<file path="config.mk">
export PLATFORM = sky130hd
export DESIGN_NAME = gain_ramp_ctrl
export DESIGN_NICKNAME = d
export VERILOG_FILES = /design/src/rtl/gain_ramp_ctrl_pkg.sv /design/src/rtl/gain_ramp_ctrl_ramp_step.sv /design/src/rtl/gain_ramp_ctrl.sv
export SDC_FILE = /design/constraint.sdc
export NUM_CORES = 1
export LEC_CHECK = 0
export ABC_AREA = 1
export BUFFER_PORTS_ARGS = -buffer_cell sky130_fd_sc_hd__clkbuf_2
export CAP_MARGIN = 25
export CORE_MARGIN = 4
export CORE_UTILIZATION = 45
export CTS_BUF_LIST = sky130_fd_sc_hd__clkbuf_8
export DETAILED_ROUTE_END_ITERATION = 12
export PLACE_DENSITY = 0.72
export SYNTH_ARGS = -nofsm -noshare
export SYNTH_HDL_FRONTEND = slang
export SYNTH_SLANG_ARGS = --single-unit
export TNS_END_PERCENT = 100
</file>
<file path="constraint.sdc">
create_clock -name clk -period 6.93 [get_ports clk]
set_clock_uncertainty 0.1 [all_clocks]
set_input_delay 0.3465 -clock clk [delete_from_list [all_inputs] [get_ports clk]]
set_output_delay 0.3465 -clock clk [all_outputs]
set_load 0.01 [all_outputs]
</file>
<file path="src/rtl/gain_ramp_ctrl_pkg.sv">
// Shared definitions for the gain/balance ramp controller.
// Holds the FSM state encoding, the config address map and the
// coefficient width and type used by gain_ramp_ctrl and ramp_step.
package gain_ramp_ctrl_pkg;

    localparam int COEF_W = 8;
    localparam int N_GAIN = 8;
    localparam int N_BAL  = 4;
    localparam int N_COEF = N_GAIN + N_BAL;

    // Config address map: gains, then balances, then reserved slots.
    localparam logic [3:0] GAIN_BASE = 4'd0;
    localparam logic [3:0] BAL_BASE  = 4'd8;
    localparam logic [3:0] RSVD_BASE = 4'd12;

    typedef logic signed [COEF_W-1:0] coef_t;

    typedef enum logic [1:0] {
        ST_IDLE = 2'd0,
        ST_COPY = 2'd1,
        ST_RAMP = 2'd2
    } state_t;

endpackage

</file>
<file path="src/rtl/gain_ramp_ctrl_ramp_step.sv">
// ramp_step: combinational step of one signed coefficient toward its target.
// Ports:
//   cur - current signed value
//   tgt - target signed value
//   nxt - cur moved toward tgt by STEP, clamped to tgt (never overshoots)
module ramp_step
    import gain_ramp_ctrl_pkg::*;
#(
    parameter int STEP = 1
) (
    input  coef_t cur,
    input  coef_t tgt,
    output coef_t nxt
);

    localparam logic signed [COEF_W:0] STEP_S = (COEF_W+1)'(STEP);

    // The difference is taken one bit wider so -128..127 spans never wrap.
    // When |diff| > STEP the stepped value lies strictly between cur and tgt,
    // so the truncation back to COEF_W bits is always exact.
    function automatic coef_t step_toward(coef_t c, coef_t t);
        logic signed [COEF_W:0] c_ext;
        logic signed [COEF_W:0] t_ext;
        logic signed [COEF_W:0] diff;
        logic signed [COEF_W:0] moved;
        c_ext = {c[COEF_W-1], c};
        t_ext = {t[COEF_W-1], t};
        diff  = t_ext - c_ext;
        if (diff > STEP_S) begin
            moved = c_ext + STEP_S;
            return moved[COEF_W-1:0];
        end else if (diff < -STEP_S) begin
            moved = c_ext - STEP_S;
            return moved[COEF_W-1:0];
        end
        return t;
    endfunction

    assign nxt = step_toward(cur, tgt);

endmodule

</file>
<file path="src/rtl/gain_ramp_ctrl.sv">
// gain_ramp_ctrl: double-buffered gain/balance coefficients with ramping.
// Config writes land in a shadow set; cfg_commit copies it to the target set.
// Current values step toward the effective target once every TICK_DIV frames.
// Ports:
//   clk, rstn            - clock, asynchronous active-low reset
//   frame_tick           - one pulse per audio frame
//   cfg_wr_val/rdy       - config write handshake
//   cfg_addr/cfg_wr_data - 0-7 gain, 8-11 balance, 12-15 discarded
//   cfg_commit           - apply the shadow set
//   mute_req             - ramp all gains to 0 while high
//   gain, bal            - current coefficients (8 gains, 4 balances)
//   ramp_busy, ramp_done - ramp status
module gain_ramp_ctrl
    import gain_ramp_ctrl_pkg::*;
#(
    parameter int STEP     = 1,
    parameter int TICK_DIV = 1
) (
    input  logic        clk,
    input  logic        rstn,
    input  logic        frame_tick,
    input  logic        cfg_wr_val,
    output logic        cfg_wr_rdy,
    input  logic [3:0]  cfg_addr,
    input  logic [7:0]  cfg_wr_data,
    input  logic        cfg_commit,
    input  logic        mute_req,
    output logic [63:0] gain,
    output logic [31:0] bal,
    output logic        ramp_busy,
    output logic        ramp_done
);

    localparam logic [7:0] TICK_LAST = 8'(TICK_DIV - 1);

    state_t     state_q, state_d;
    logic [7:0] tick_cnt_q;
    logic       done_q;
    coef_t      shadow_q [N_COEF];
    coef_t      shadow_d [N_COEF];
    coef_t      target_q [N_COEF];
    coef_t      cur_q    [N_COEF];
    coef_t      eff      [N_COEF];
    coef_t      nxt      [N_COEF];
    logic       wr_fire;
    logic       mismatch;
    logic       tick_upd;

    assign wr_fire  = cfg_wr_val && cfg_wr_rdy;
    assign tick_upd = (state_q == ST_RAMP) && frame_tick && (tick_cnt_q == TICK_LAST);

    // Shadow set including this cycle's write, so a same-cycle commit sees it.
    always_comb begin
        for (int i = 0; i < N_COEF; i++) shadow_d[i] = shadow_q[i];
        if (wr_fire && (cfg_addr < RSVD_BASE)) shadow_d[cfg_addr] = cfg_wr_data;
    end

    // Mute overrides gain targets only; balances keep their committed value.
    always_comb begin
        mismatch = 1'b0;
        for (int i = 0; i < N_COEF; i++) begin
            eff[i] = (mute_req && (i < N_GAIN)) ? coef_t'(0) : target_q[i];
            if (cur_q[i] != eff[i]) mismatch = 1'b1;
        end
    end

    for (genvar g = 0; g < N_COEF; g++) begin : g_step
        ramp_step #(.STEP(STEP)) u_step (
            .cur (cur_q[g]),
            .tgt (eff[g]),
            .nxt (nxt[g])
        );
    end

    always_comb begin
        state_d    = state_q;
        cfg_wr_rdy = (state_q != ST_COPY);
        ramp_busy  = (state_q != ST_IDLE);
        case (state_q)
            ST_IDLE: begin
                if (cfg_commit)    state_d = ST_COPY;
                else if (mismatch) state_d = ST_RAMP;  // mute_req changed
            end
            ST_COPY: begin
                if (cfg_commit)    state_d = ST_COPY;
                else if (mismatch) state_d = ST_RAMP;
                else               state_d = ST_IDLE;
            end
            ST_RAMP: begin
                if (cfg_commit)     state_d = ST_COPY;
                else if (!mismatch) state_d = ST_IDLE;
            end
            default: state_d = ST_IDLE;
        endcase
    end

    always_ff @(posedge clk or negedge rstn) begin
        if (!rstn) begin
            state_q    <= ST_IDLE;
            tick_cnt_q <= '0;
            done_q     <= 1'b0;
            for (int i = 0; i < N_COEF; i++) begin
                shadow_q[i] <= '0;
                target_q[i] <= '0;
                cur_q[i]    <= '0;
            end
        end else begin
            state_q <= state_d;
            done_q  <= (state_q == ST_RAMP) && (state_d == ST_IDLE);
            if ((state_d == ST_RAMP) && (state_q != ST_RAMP))
                tick_cnt_q <= '0;
            else if ((state_q == ST_RAMP) && frame_tick)
                tick_cnt_q <= tick_upd ? 8'd0 : tick_cnt_q + 8'd1;
            for (int i = 0; i < N_COEF; i++) begin
                shadow_q[i] <= shadow_d[i];
                if (cfg_commit) target_q[i] <= shadow_d[i];
                if (tick_upd)   cur_q[i]    <= nxt[i];
            end
        end
    end

    assign ramp_done = done_q;

    always_comb begin
        gain = '0;
        bal  = '0;
        for (int i = 0; i < N_GAIN; i++) gain[8*i +: 8] = cur_q[i];
        for (int p = 0; p < N_BAL; p++)  bal[8*p +: 8]  = cur_q[N_GAIN + p];
    end

endmodule

</file>
==> impl_results.md, run 1 <==
- Die X: 228 µm
- Total power: 13.0 mW
- Leakage: 13.1 nW
- Warnings, synthesis: 0
- Worst EP arrival: 4310 ps
- Reg2Reg Depth: 19
- Post-synthesis register bit count: 299
- DRT Pass-1 Iters: 6
- Highest metal layer with signal wires: met4
- Async SR Flop Fraction: 100%
- Startpoint types: input port
- Layout filler cell count: 4,649
- CP dominant cell by count: nand2_1
- Avg Inst Size Synth: 7.21 µm²
- Post-route setup TNS: 0 ps
- Yosys cell types: 49
- Residual DRC: 0
- Setup crit end kind: register
- Clk_lat worst skew: 610 ps
- WS Path Type: input port to register
- GRT Util Overall: 21.3%
- Max Cap Violations: 0
- Cell-by-cell trace of the critical path: clkbuf_2, inv_1, nand2_1, ha_1, inv_1, fa_1, nand2_1, nand2_1, nand3_1, nand2_1, nand2_1, nand2_1, nor2_1, nand2_1, nand2_2, ha_1, a21oi_1, nand2_1, a21oi_1, o21ai_0, xor2_1, nand2_1, o211ai_2, o21ai_0
- Routed Wire Length: 55,500 µm
- First-pass GRT wire length: 92,900 µm
- RR Startpoint: target_q[53]$_DFFE_PN0P_
- Buffers added on ports: 116
- Vert. Die Dim: 228 µm
- Clock sinks: 299
- Clock transition at path regs: 60 ps
- Met3 wire len: 2620 µm
- EDFF count, synth: 0
- Vias in the first global route: 18,384
- Cts bufs inserted: 51
- Final period util: 57.1%
- Final RePlAce weighted congestion: 0.925
- Crit path time final: 3960 ps
- Die Area: 52,000 µm²
- Layout cell share with drive strength beyond 1: 9.63%
- PD cells: 540 nW/µm²
- Unrepaired setup endpoints after global routing: false
- Synth Area in Simple Gates: 29.2%
- Crit-path max FO: 34
- HPWL after DPL: 40,400 µm
- CP Launch Point: mute_req
- Dominant cells by area after synthesis: dfrtp_1 (34%), nand2_1 (16%), ha_1 (9.8%), inv_1 (7.7%), o21ai_0 (4.6%)
- Compound-Gate Fraction of Synth Area: 11.7%
- Outcome: finished, final reports clean
- Fin nets: 3,328
- CORE AREA: 47,700 µm²
- Layout area overhead: 10.1%
- Max incr delay on CP: 610 ps
- Synth area leader: dfrtp_1
- Syn Nets: 3,232
- Xor/xnor cell area share of the yosys netlist: 2.94%
- Post-synthesis instance total: 3,020
- Min-delay src: cfg_addr[3]
- Slowest-stage cell, CP: clkbuf_2
- Largest net degree at the start of global routing: 182
- Rel. slew slack: 31.0%
- Slew @ Worst Pin: 1040 ps
- CTS tree: built
- CTS Root Cell: clkbuf_8
- Post-synth top area share: 34.4%
- Most common cell in the netlist: nand2_1
- Post-synthesis mux area share: 0%
- Length of routed wiring on met1: 25,800 µm
- Hold path depth: 4
- # rows: 80
- Slew Limit Fails: 0
- Final ANT Viol Nets: 0
- Synthesized area: 21,800 µm²
- Critical R2R Capture: gain[45]$_DFFE_PN0P_
- CP required: 7280 ps
- Leading cell types by count after synthesis: nand2_1 (905), inv_1 (445), dfrtp_1 (299)
- Post-DR wirelength/cell: 14.7 µm
- Wire length on met2: 25,400 µm
- Initial antenna violation count: 5
- Max Buffers Root-to-Sink: 3
- Peak VDD IR: 0.000323 V
- Seq/Total Area, Yosys: 34.4%
- Final core utilization: 50.2%
- Ports: 117
- H-tree depth: 2
- DR iter-0 viols: 1,305
- Main synth FF type: dfrtp_1
- Largest family of logic cells by synthesized area: simple AND/OR/NAND/NOR gates
- Vias: 19,162
- Worst reg-to-reg setup slack: 3330 ps
- Starting Density: 45.6%
- Final Hold Viols: 0
- DR vias/cell: 5.08
- Min Hold Slack: 127 ps
- Post-Synth Adder-Cell Area: 12.0%
- Hold Crit Class: input port to register
- GRT overflow: 0
- Fmax achieved: 253 MHz
- Final setup viols: 0
- Hold EP: shadow_q[70]$_DFF_PN0_
## worst max-delay path: cells and delay by family
family                     cells  cell delay [ps]
AOI/OAI and AO/OA              5              590
adders and majority gates      3              900
buffers and inverters          3             1040
xor gates and xnor gates       1              140
and+or+nand+nor               12             1280
## sequential cells by signal, summed over array words and instances (netlist names)
| name | flops |
|---|---|
| state_q | 2 |
| bal | 32 |
| shadow_q | 96 |
| gain | 64 |
| ramp_done | 1 |
| eff | 32 |
| tick_cnt_q | 8 |
| target_q | 64 |
## cell type report
cell class | instances | area [µm²] | area share, %
Clock buffer | 60 | 826 | 3.44
Clock inverter | 33 | 360 | 1.50
Timing Repair Buffer | 124 | 668 | 2.79
Antenna cell | 4 | 10.0 | 0.0418
Sequential cell | 299 | 7480 | 31.2
Tap cell | 615 | 769 | 3.21
Multi-Input combinational cell | 2187 | 12200 | 50.7
Inverter | 453 | 1700 | 7.10
## cell usage in the layout, fill, tap and decap left out, types with 10 or more instances in the layout
| master | instances |
|---|---|
| nand4_1 | 30 |
| nor3_1 | 27 |
| xor2_1 | 35 |
| nand3b_1 | 24 |
| a21oi_1 | 104 |
| a22oi_2 | 10 |
| o21ai_1 | 49 |
| clkbuf_8 | 60 |
| inv_1 | 458 |
| ha_1 | 170 |
| clkbuf_2 | 114 |
| dfrtp_1 | 299 |
| nand3_1 | 195 |
| xnor2_1 | 38 |
| nor2_1 | 212 |
| fa_1 | 24 |
| o22ai_1 | 26 |
| o21ai_0 | 199 |
| nand2_2 | 37 |
| nand2_1 | 904 |
| o211ai_2 | 18 |
## repair_timing
| action | CTS | global route |
|---|---|---|
| endpoints found under the hold margin | 118 | 0 |
| setup buffers | 0 | 0 |
| hold buffers | 1 | 0 |
| gates resized for setup | 0 | 0 |
| endpoints found under the setup margin | 0 | 0 |
## worst max path at each step
stage | to | slack, ps | cells past startpoint
floorplan | gain[46]$_DFFE_PN0P_ | 3230 | 23
CTS | gain[46]$_DFFE_PN0P_ | 3060 | 25
global route | gain[46]$_DFFE_PN0P_ | 2640 | 25
detailed placement | gain[46]$_DFFE_PN0P_ | 2420 | 25
global placement | gain[29]$_DFFE_PN0P_ | 2500 | 21
finish | gain[29]$_DFFE_PN0P_ | 2970 | 24
## per-layer routing
| layer | up-vias | global-route usage [%] |
|---|---|---|
| li1 | 9884 | - |
| met1 | 8795 | 29.2 |
| met2 | 385 | 34.9 |
| met3 | 98 | 2.88 |
| met4 | 0 | 7.18 |
| met5 | - | 0 |
## where the power goes
part	internal (mW)	leakage (nW)	switching, mW
sequential	2.25	3.81	0.452
combinational	3.24	8.66	5.16
clock	1.09	0.650	0.770
## through the flow
stage | area [µm²] | worst slack (ps) | instances
finish | 24000 | 2970 | 3775
global route | 24000 | 2640 | 3774
CTS | 24000 | 3060 | 3771
detailed placement | 22800 | 2420 | 3677
global placement | 22800 | 2500 | 3677
floorplan | 21800 | 3230 | 3020
## logic make-up (layout without fill, tap and decap cells)
group / Yosys count / after routing
AND/OR/NAND/NOR: 1486 / 1486
adder cells (fa/ha/maj): 194 / 194
XOR/XNOR: 73 / 73
buffers and inverters: 534 / 670
AO/OA/AOI/OAI: 434 / 434
other: 0 / 4
flip-flops: 299 / 299
Note: power is estimated with default switching activity, not from simulation.
==> run 2, diff against run 1 <==
Settings changed: ABC_AREA 1 to 0.
Clock period 6.93 ns to 3.66 ns, I/O delays scaled along.
==> run 2 against run 1 <==
Net effect:
- the run now ends with negative setup slack left
- sequential power increased by 84%
- cell area increased by 24%
- hold slack got worse by 68 ps
- largest cell class unchanged
==> impl_results.md, run 2 <==
- Outcome: finished, violations left (was finished, final reports clean)
- Violated checks: negative setup slack
- Vert. Die Dim: 223 µm (was 228 µm)
- Die X: 223 µm (was 228 µm)
- # rows: 78 (was 80)
- Starting Density: 45.6% (about the same)
- Hold Crit Class: input port to register (unchanged)
- Worst EP arrival: 4710 ps (was 4310 ps)
- Final Instance Area: 29,700 µm² (was 24,000 µm²)
- Async SR Flop Fraction: 100% (unchanged)
- Xor/xnor cell area share of the yosys netlist: 5.47% (was 2.94%)
- HPWL after DPL: 45,700 µm (was 40,400 µm)
- Reg2Reg Depth: 19 (unchanged)
- Synthesized area: 20,800 µm² (was 21,800 µm²)
- DR iter-0 viols: 1,190 (was 1,305)
- Final WS setup: -657 ps (was 2970 ps)
- Dominant cells by area after synthesis: dfrtp_1 (36%), mux2_2 (11%), ha_1 (10%), mux2i_1 (3.9%), xnor2_1 (3.0%) (was dfrtp_1 (34%), nand2_1 (16%), ha_1 (9.8%), inv_1 (7.7%), o21ai_0 (4.6%))
- Min Hold Slack: 58.6 ps (was 127 ps)
- Initial antenna violation count: 10 (was 5)
- CTS Root Cell: clkbuf_8 (unchanged)
- Most common cell in the netlist: dfrtp_1 (was nand2_1)
- Warnings, synthesis: 0 (unchanged)
- Fmax achieved: 232 MHz
- Post-Layout Cell Count: 3,453 (was 3,775)
- Ports: 117 (unchanged)
- Total power: 32.4 mW (was 13.0 mW)
- Residual DRC: 0 (unchanged)
- Leading cell types by count after synthesis: dfrtp_1 (299), mux2_2 (196), ha_1 (170) (was nand2_1 (905), inv_1 (445), dfrtp_1 (299))
- H-tree depth: 2 (unchanged)
- Yosys cell types: 81 (was 49)
- Post-synthesis instance total: 2,072 (was 3,020)
- Post-Synth Adder-Cell Area: 12.5% (was 12.0%)
- Crit path time final: 4320 ps
- Vias: 19,171 (was 19,162)
- Syn Nets: 2,284 (was 3,232)
- Synth Area in Simple Gates: 14.2% (was 29.2%)
- Commonest non-fill, non-tap cell in the layout: buf_4 (was nand2_1)
- WS Path Type: register to register (was input port to register)
- Max reg flops: 96 (unchanged)
- Peak VDD IR: 0.000715 V (was 0.000323 V)
- Unrepaired setup endpoints after global routing: true (was false)
- Leakage: 14.4 nW (was 13.1 nW)
- Post-synth top area share: 36.0% (was 34.4%)
- Final Hold Viols: 0 (unchanged)
- Die Area: 49,700 µm² (was 52,000 µm²)
- Hold path depth: 3 (was 4)
- GRT overflow: 0 (unchanged)
- Seq/Total Area, Yosys: 36.0% (was 34.4%)
- Final ANT Viol Nets: 0 (unchanged)
- Worst reg-to-reg setup slack: -660 ps (was 3330 ps)
- Setup crit end kind: register (unchanged)
- Slew Limit Fails: 0 (unchanged)
- Post-DR wirelength/cell: 19.0 µm (was 14.7 µm)
- Dpl cells: 3,232 (was 3,677)
- Placed cell areas: 26,400 µm² (was 22,800 µm²)
- Largest net degree at the start of global routing: 112 (was 182)
- Layout area overhead: 42.6% (was 10.1%)
- Commonest non-fill, non-tap cells in the layout: buf_4 (570), dfrtp_1 (283), mux2_2 (192) (was nand2_1 (904), inv_1 (458), dfrtp_1 (299))
- First-pass GRT wire length: 104,000 µm (was 92,900 µm)
- GRT Util Overall: 25.3% (was 21.3%)
- DRT Pass-1 Iters: 6 (unchanged)
- Final RePlAce weighted congestion: 0.915 (was 0.925)
- Max incr delay on CP: 380 ps (was 610 ps)
- CTS tree: built (unchanged)
- Crit-path max FO: 4 (was 34)
- DR vias/cell: 5.55 (was 5.08)
- Routed Wire Length: 65,500 µm (was 55,500 µm)
- Max Buffers Root-to-Sink: 3 (unchanged)
- PD cells: 1090 nW/µm² (was 540 nW/µm²)
- Vias in the first global route: 20,144 (was 18,384)
- Clock transition at path regs: 60 ps (about the same)
- Compound-Gate Fraction of Synth Area: 13.5% (was 11.7%)
- Clock sinks: 299 (unchanged)
- Avg Inst Size Synth: 10.0 µm² (was 7.21 µm²)
- Largest family of logic cells by synthesized area: multiplexers (was simple AND/OR/NAND/NOR gates)
- Slew @ Worst Pin: 902 ps (was 1040 ps)
- Fin nets: 3,017 (was 3,328)
- Cell-by-cell trace of the critical path: nand2b_1, ha_2, inv_2, fa_2, a21o_1, a221oi_4, xor2_2, nand4_1, o31ai_4, buf_4, buf_6, ha_4, a21oi_4, nor2b_1, o21a_1, o41a_1, xor2_1, a211oi_2, o21ai_1 (was clkbuf_2, inv_1, nand2_1, ha_1, inv_1, fa_1, nand2_1, nand2_1, nand3_1, nand2_1, nand2_1, nand2_1, nor2_1, nand2_1, nand2_2, ha_1, a21oi_1, nand2_1, a21oi_1, o21ai_0, xor2_1, nand2_1, o211ai_2, o21ai_0)
- Final period util: 118%
- Layout cell share with drive strength beyond 1: 46.3% (was 9.63%)
- EDFF count, synth: 0 (unchanged)
- Post-synthesis register bit count: 299 (unchanged)
- Max Cap Violations: 0 (unchanged)
- Post-route setup TNS: -9370 ps (was 0 ps)
- Post-synthesis mux area share: 14.6% (was 0%)
- CORE AREA: 45,600 µm² (was 47,700 µm²)
- CP required: 4050 ps (was 7280 ps)
- Largest reg by FF count: shadow_q (unchanged)
- Synth area leader: dfrtp_1 (unchanged)
- Final setup viols: 36 (was 0)
- Cts bufs inserted: 52 (was 51)
- Buffers added on ports: 116 (unchanged)
- Startpoint types: register (was input port)
- Slowest-stage cell, CP: dfrtp_1 (was clkbuf_2)
- Main synth FF type: dfrtp_1 (unchanged)
- Rel. slew slack: 39.9% (was 31.0%)
- Clk_lat worst skew: 620 ps (was 610 ps)
-- run 2: cell types whose count changed in the layout (fill, tap and decap cells not counted), sizes merged, moves of 23 or more --
cell,previous run,this run
nor2b,1,82
nand2,946,140
buf,9,628
inv,464,144
a21oi,107,69
xnor2,38,72
a21o,3,73
mux2,0,197
xor2,35,58
o21ai,248,122
mux2i,0,81
nor2,214,92
nand3,204,37
-- run 2: path summary, 6_finish.rpt --
check,startpoint,to
max,target_q[72]$_DFFE_PN0P_,gain[23]$_DFFE_PN0P_
min,cfg_addr[0],shadow_q[60]$_DFF_PN0_
max reg2reg,target_q[72]$_DFFE_PN0P_,gain[23]$_DFFE_PN0P_
min reg2reg,shadow_q[23]$_DFF_PN0_,shadow_q[23]$_DFF_PN0_
max in group asynchronous,rstn,gain[49]$_DFFE_PN0P_
min in group asynchronous,rstn,gain[20]$_DFFE_PN0P_
-- run 2: through the flow --
stage,setup slack (ps),util (%)
2_1_floorplan,-505,-
3_3_place_gp,-774,57.9
3_5_place_dp,-891,57.9
4_1_cts,-630,64.0
5_1_grt,-892,65.1
6_report,-657,65.1
-- run 2: power by group --
group	switching, mW	internal, mW
logic	11.5	12.5
clock network	1.49	1.92
registers	0.627	4.34
total	13.6	18.8
-- run 2: timing repair --
action,in CTS,in global routing
hold buffers,2,0
pin swaps,131,68
gates cloned,0,1
resized for setup,178,118
hold endpoints to repair,110,0
setup endpoints to repair,42,67
setup buffers,133,24
-- run 2: layer usage --
layer / wire length [µm] / vias up / GRT usage (%)
met5: 57 / - / 0
met4: 2360 / 10 / 9.31
met3: 3180 / 199 / 4.34
met2: 32600 / 507 / 44.0
met1: 27300 / 9482 / 31.5
li1: - / 8973 / -
-- run 2: critical path: cells and delay by family, from the launching register on --
kind                     cells  cell delay, ps
AO/OA/AOI/OAI                8            1850
adder cells (fa/ha/maj)      3             760
AND/OR/NAND/NOR              3             400
XOR/XNOR                     2             390
flip-flops                   1             380
buffers and inverters        3             320
-- run 2: area by class of cell --
class	instances	area, µm²
multi-input cells	1574	14200
clock inverters	33	289
fillers	3329	15900
flip-flops and latches	299	7500
well taps	600	751
diodes	6	15.0
inverters	133	499
clock buffers	63	867
repair buffers	745	5590
-- run 2: cells by family (layout without fill, tap and decap cells) --
logic type	count (synthesis)	after routing
xor gates and xnor gates	130	130
adders and majority gates	194	194
other	0	6
and+or+nand+nor	560	560
muxes	278	278
AOI/OAI and AO/OA	412	412
buffers and inverters	199	974
DFF	299	299
==> run 3, diff against run 2 <==
Settings changed: ABC_AREA 0 to 1.
==> run 3 against run 2 <==
Net effect:
- die area rose by 4.5%
- sequential share of layout area rose by 4.8 points
- non-clock buffer count fell by 548
- the run now ends clean
- clock power grew 6%
- critical endpoint is now bal[30]$_DFFE_PN0P_
- total power down 20%
- cell area decreased by 16%
- final cell count up 12%
- hold slack got worse by 26 ps
- largest cell class unchanged
- highest routed layer unchanged
==> impl_results.md, run 3 (synthesis gave the netlist of run 1 again) <==
- Outcome: finished, final reports clean (was finished, violations left)
- CTS tree: built (unchanged)
- Area of the multi-input gates: 12,400 µm² (was 14,200 µm²)
- Vias in the first global route: 18,563 (was 20,144)
- Min Hold Slack: 32.2 ps (was 58.6 ps)
- First-pass GRT wire length: 94,000 µm (was 104,000 µm)
- Buffers added on ports: 116 (unchanged)
- Post-DR wirelength/cell: 14.9 µm (was 19.0 µm)
- Final ANT Viol Nets: 0 (unchanged)
- Crit path time final: 3400 ps (was 4320 ps)
- Net Sw Power: 12.5 mW (was 13.6 mW)
- Slew @ Worst Pin: 937 ps (was 902 ps)
- Initial antenna violation count: 5 (was 10)
- Sw frac: 48.5% (was 42.0%)
- Max incr delay on CP: 400 ps (was 380 ps)
- Die Area: 52,000 µm² (was 49,700 µm²)
- Cts bufs inserted: 52 (unchanged)
- Slowest-stage cell, CP: dfrtp_1 (unchanged)
- Starting Density: 45.6% (about the same)
- Seq. cell area: 7490 µm² (was 7500 µm²)
- Setup crit end kind: register (unchanged)
- Peak VDD IR: 0.000499 V (was 0.000715 V)
- Commonest non-fill, non-tap cell in the layout: nand2_1 (was buf_4)
- Final period util: 93.0% (was 118%)
- PD cells: 1040 nW/µm² (was 1090 nW/µm²)
- Clk_lat worst skew: 640 ps (was 620 ps)
- Startpoint types: register (unchanged)
- Crit-path max FO: 9 (was 4)
- # rows: 80 (was 78)
- Die X: 228 µm (was 223 µm)
- Largest net degree at the start of global routing: 103 (was 112)
- Ports: 117 (unchanged)
- Rel. slew slack: 37.5% (was 39.9%)
- Final Hold Viols: 0 (unchanged)
- Comb pwr share: 66.5% (was 74.2%)
- Max reg flops: 96 (unchanged)
- Residual DRC: 0 (unchanged)
- DR iter-0 viols: 1,516 (was 1,190)
- GRT overflow: 0 (unchanged)
- Post-Layout Cell Count: 3,853 (was 3,453)
- Cell-by-cell trace of the critical path: inv_1, ha_1, inv_1, fa_2, nand2_1, nand2_1, nand3b_1, nand3_1, nand2_1, nor2_1, nand2_1, nand2_4, buf_4, fa_1, nand3_1, nand2_1, a21oi_2, nor2_1, nor2_1, xor2_1, nand2_1, nand3_1, o21ai_0 (was nand2b_1, ha_2, inv_2, fa_2, a21o_1, a221oi_4, xor2_2, nand4_1, o31ai_4, buf_4, buf_6, ha_4, a21oi_4, nor2b_1, o21a_1, o41a_1, xor2_1, a211oi_2, o21ai_1)
- Final setup viols: 0 (was 36)
- Clock transition at path regs: 70 ps (was 60 ps)
- CTS Root Cell: clkbuf_8 (unchanged)
- Max Buffers Root-to-Sink: 3 (unchanged)
- WS Path Type: register to register (unchanged)
- GRT Util Overall: 21.6% (was 25.3%)
- Final RePlAce weighted congestion: 0.889 (was 0.915)
- Max Cap Violations: 0 (unchanged)
- Clock sinks: 299 (unchanged)
- Post-route setup TNS: 0 ps (was -9370 ps)
- Slew Limit Fails: 0 (unchanged)
- Worst EP arrival: 3810 ps (was 4710 ps)
- Fin nets: 3,404 (was 3,017)
- DRT Pass-1 Iters: 8 (was 6)
- Dpl cells: 3,712 (was 3,232)
- Layout filler cell count: 4,556 (was 3,329)
- Leakage: 13.5 nW (was 14.4 nW)
- Internal power: 13.3 mW (was 18.8 mW)
- H-tree depth: 2 (unchanged)
- DR vias/cell: 5.11 (was 5.55)
- Flop pwr share: 19.6% (was 15.3%)
- Vert. Die Dim: 228 µm (was 223 µm)
- Commonest non-fill, non-tap cells in the layout: nand2_1 (899), inv_1 (454), dfrtp_1 (296) (was buf_4 (570), dfrtp_1 (283), mux2_2 (192))
- Clk network pwr share: 14.0% (was 10.5%)
- Routed Wire Length: 57,400 µm (was 65,500 µm)
- Fmax achieved: 294 MHz (was 232 MHz)
- CORE AREA: 47,700 µm² (was 45,600 µm²)
- Vias: 19,681 (was 19,171)
- Unrepaired setup endpoints after global routing: true (unchanged)
- Cell family with most CP delay: simple AND/OR/NAND/NOR gates (was compound AO/OA/AOI/OAI gates)
- Layout cell share with drive strength beyond 1: 13.0% (was 46.3%)
- Largest reg by FF count: shadow_q (unchanged)
- Layout area overhead: 14.3% (was 42.6%)
- CP required: 4060 ps (was 4050 ps)
- CP dominant cell by count: nand2_1
- Hold Crit Class: input port to asynchronous set/reset pin (was input port to register)
- Worst path buffer plus inverter count: 3 (unchanged)
- HPWL after DPL: 41,600 µm (was 45,700 µm)
-- run 3: metrics by stage --
stage | instance area (µm²) | setup slack [ps] | util (%) | power, mW
floorplan | 21800 | 126 | - | 17.6
global placement | 23100 | 149 | 48.4 | 21.0
detailed placement | 23100 | 39.6 | 48.4 | 21.2
CTS | 24400 | 127 | 51.1 | 25.0
global route | 24900 | -46.9 | 52.1 | 28.6
finish | 24900 | 255 | 52.1 | 25.8
-- run 3: path summary, 6_finish.rpt --
path / depth (start not counted) / endpoint / from / slack (ps)
hold reg to reg: 2 / shadow_q[44]$_DFF_PN0_ / shadow_q[44]$_DFF_PN0_ / 400
setup / recovery: 23 / bal[30]$_DFFE_PN0P_ / eff[0]$_DFFE_PN0P_ / 260
min in group clk: 6 / gain[24]$_DFFE_PN0P_ / mute_req / 110
hold / removal: 2 / bal[0]$_DFFE_PN0P_ / rstn / 30
setup reg to reg: 23 / bal[30]$_DFFE_PN0P_ / eff[0]$_DFFE_PN0P_ / 260
max in group asynchronous: 3 / gain[55]$_DFFE_PN0P_ / rstn / 2480
-- run 3: power groups by stage --
stage	clock network (mW)	registers [mW]	logic, mW
6_report	3.60	5.05	17.1
5_1_grt	3.82	5.18	19.6
4_1_cts	3.67	5.03	16.3
3_5_place_dp	0	5.08	16.2
3_3_place_gp	0	5.06	16.0
2_1_floorplan	0	5.14	12.4
-- run 3: layout make-up --
| type | count | share of cell area (%) |
|---|---|---|
| diodes | 3 | 0.0302 |
| clock buffers | 67 | 3.71 |
| clock inverters | 30 | 1.23 |
| inverters | 453 | 6.84 |
| multi-input cells | 2189 | 49.8 |
| flip-flops and latches | 299 | 30.1 |
| well taps | 615 | 3.09 |
| repair buffers | 197 | 5.23 |
-- run 3: layer usage --
layer,global-route usage (%),wire [µm]
met5,0,27
met4,8.08,2040
met1,29.2,26200
met3,3.03,2570
met2,35.5,26600
-- run 3: timing repair --
action | 4_1_cts | 5_1_grt
resized for setup | 0 | 58
hold endpoints to repair | 278 | 0
setup buffers | 0 | 31
endpoints found under the setup margin | 0 | 29
hold buffers | 8 | 0
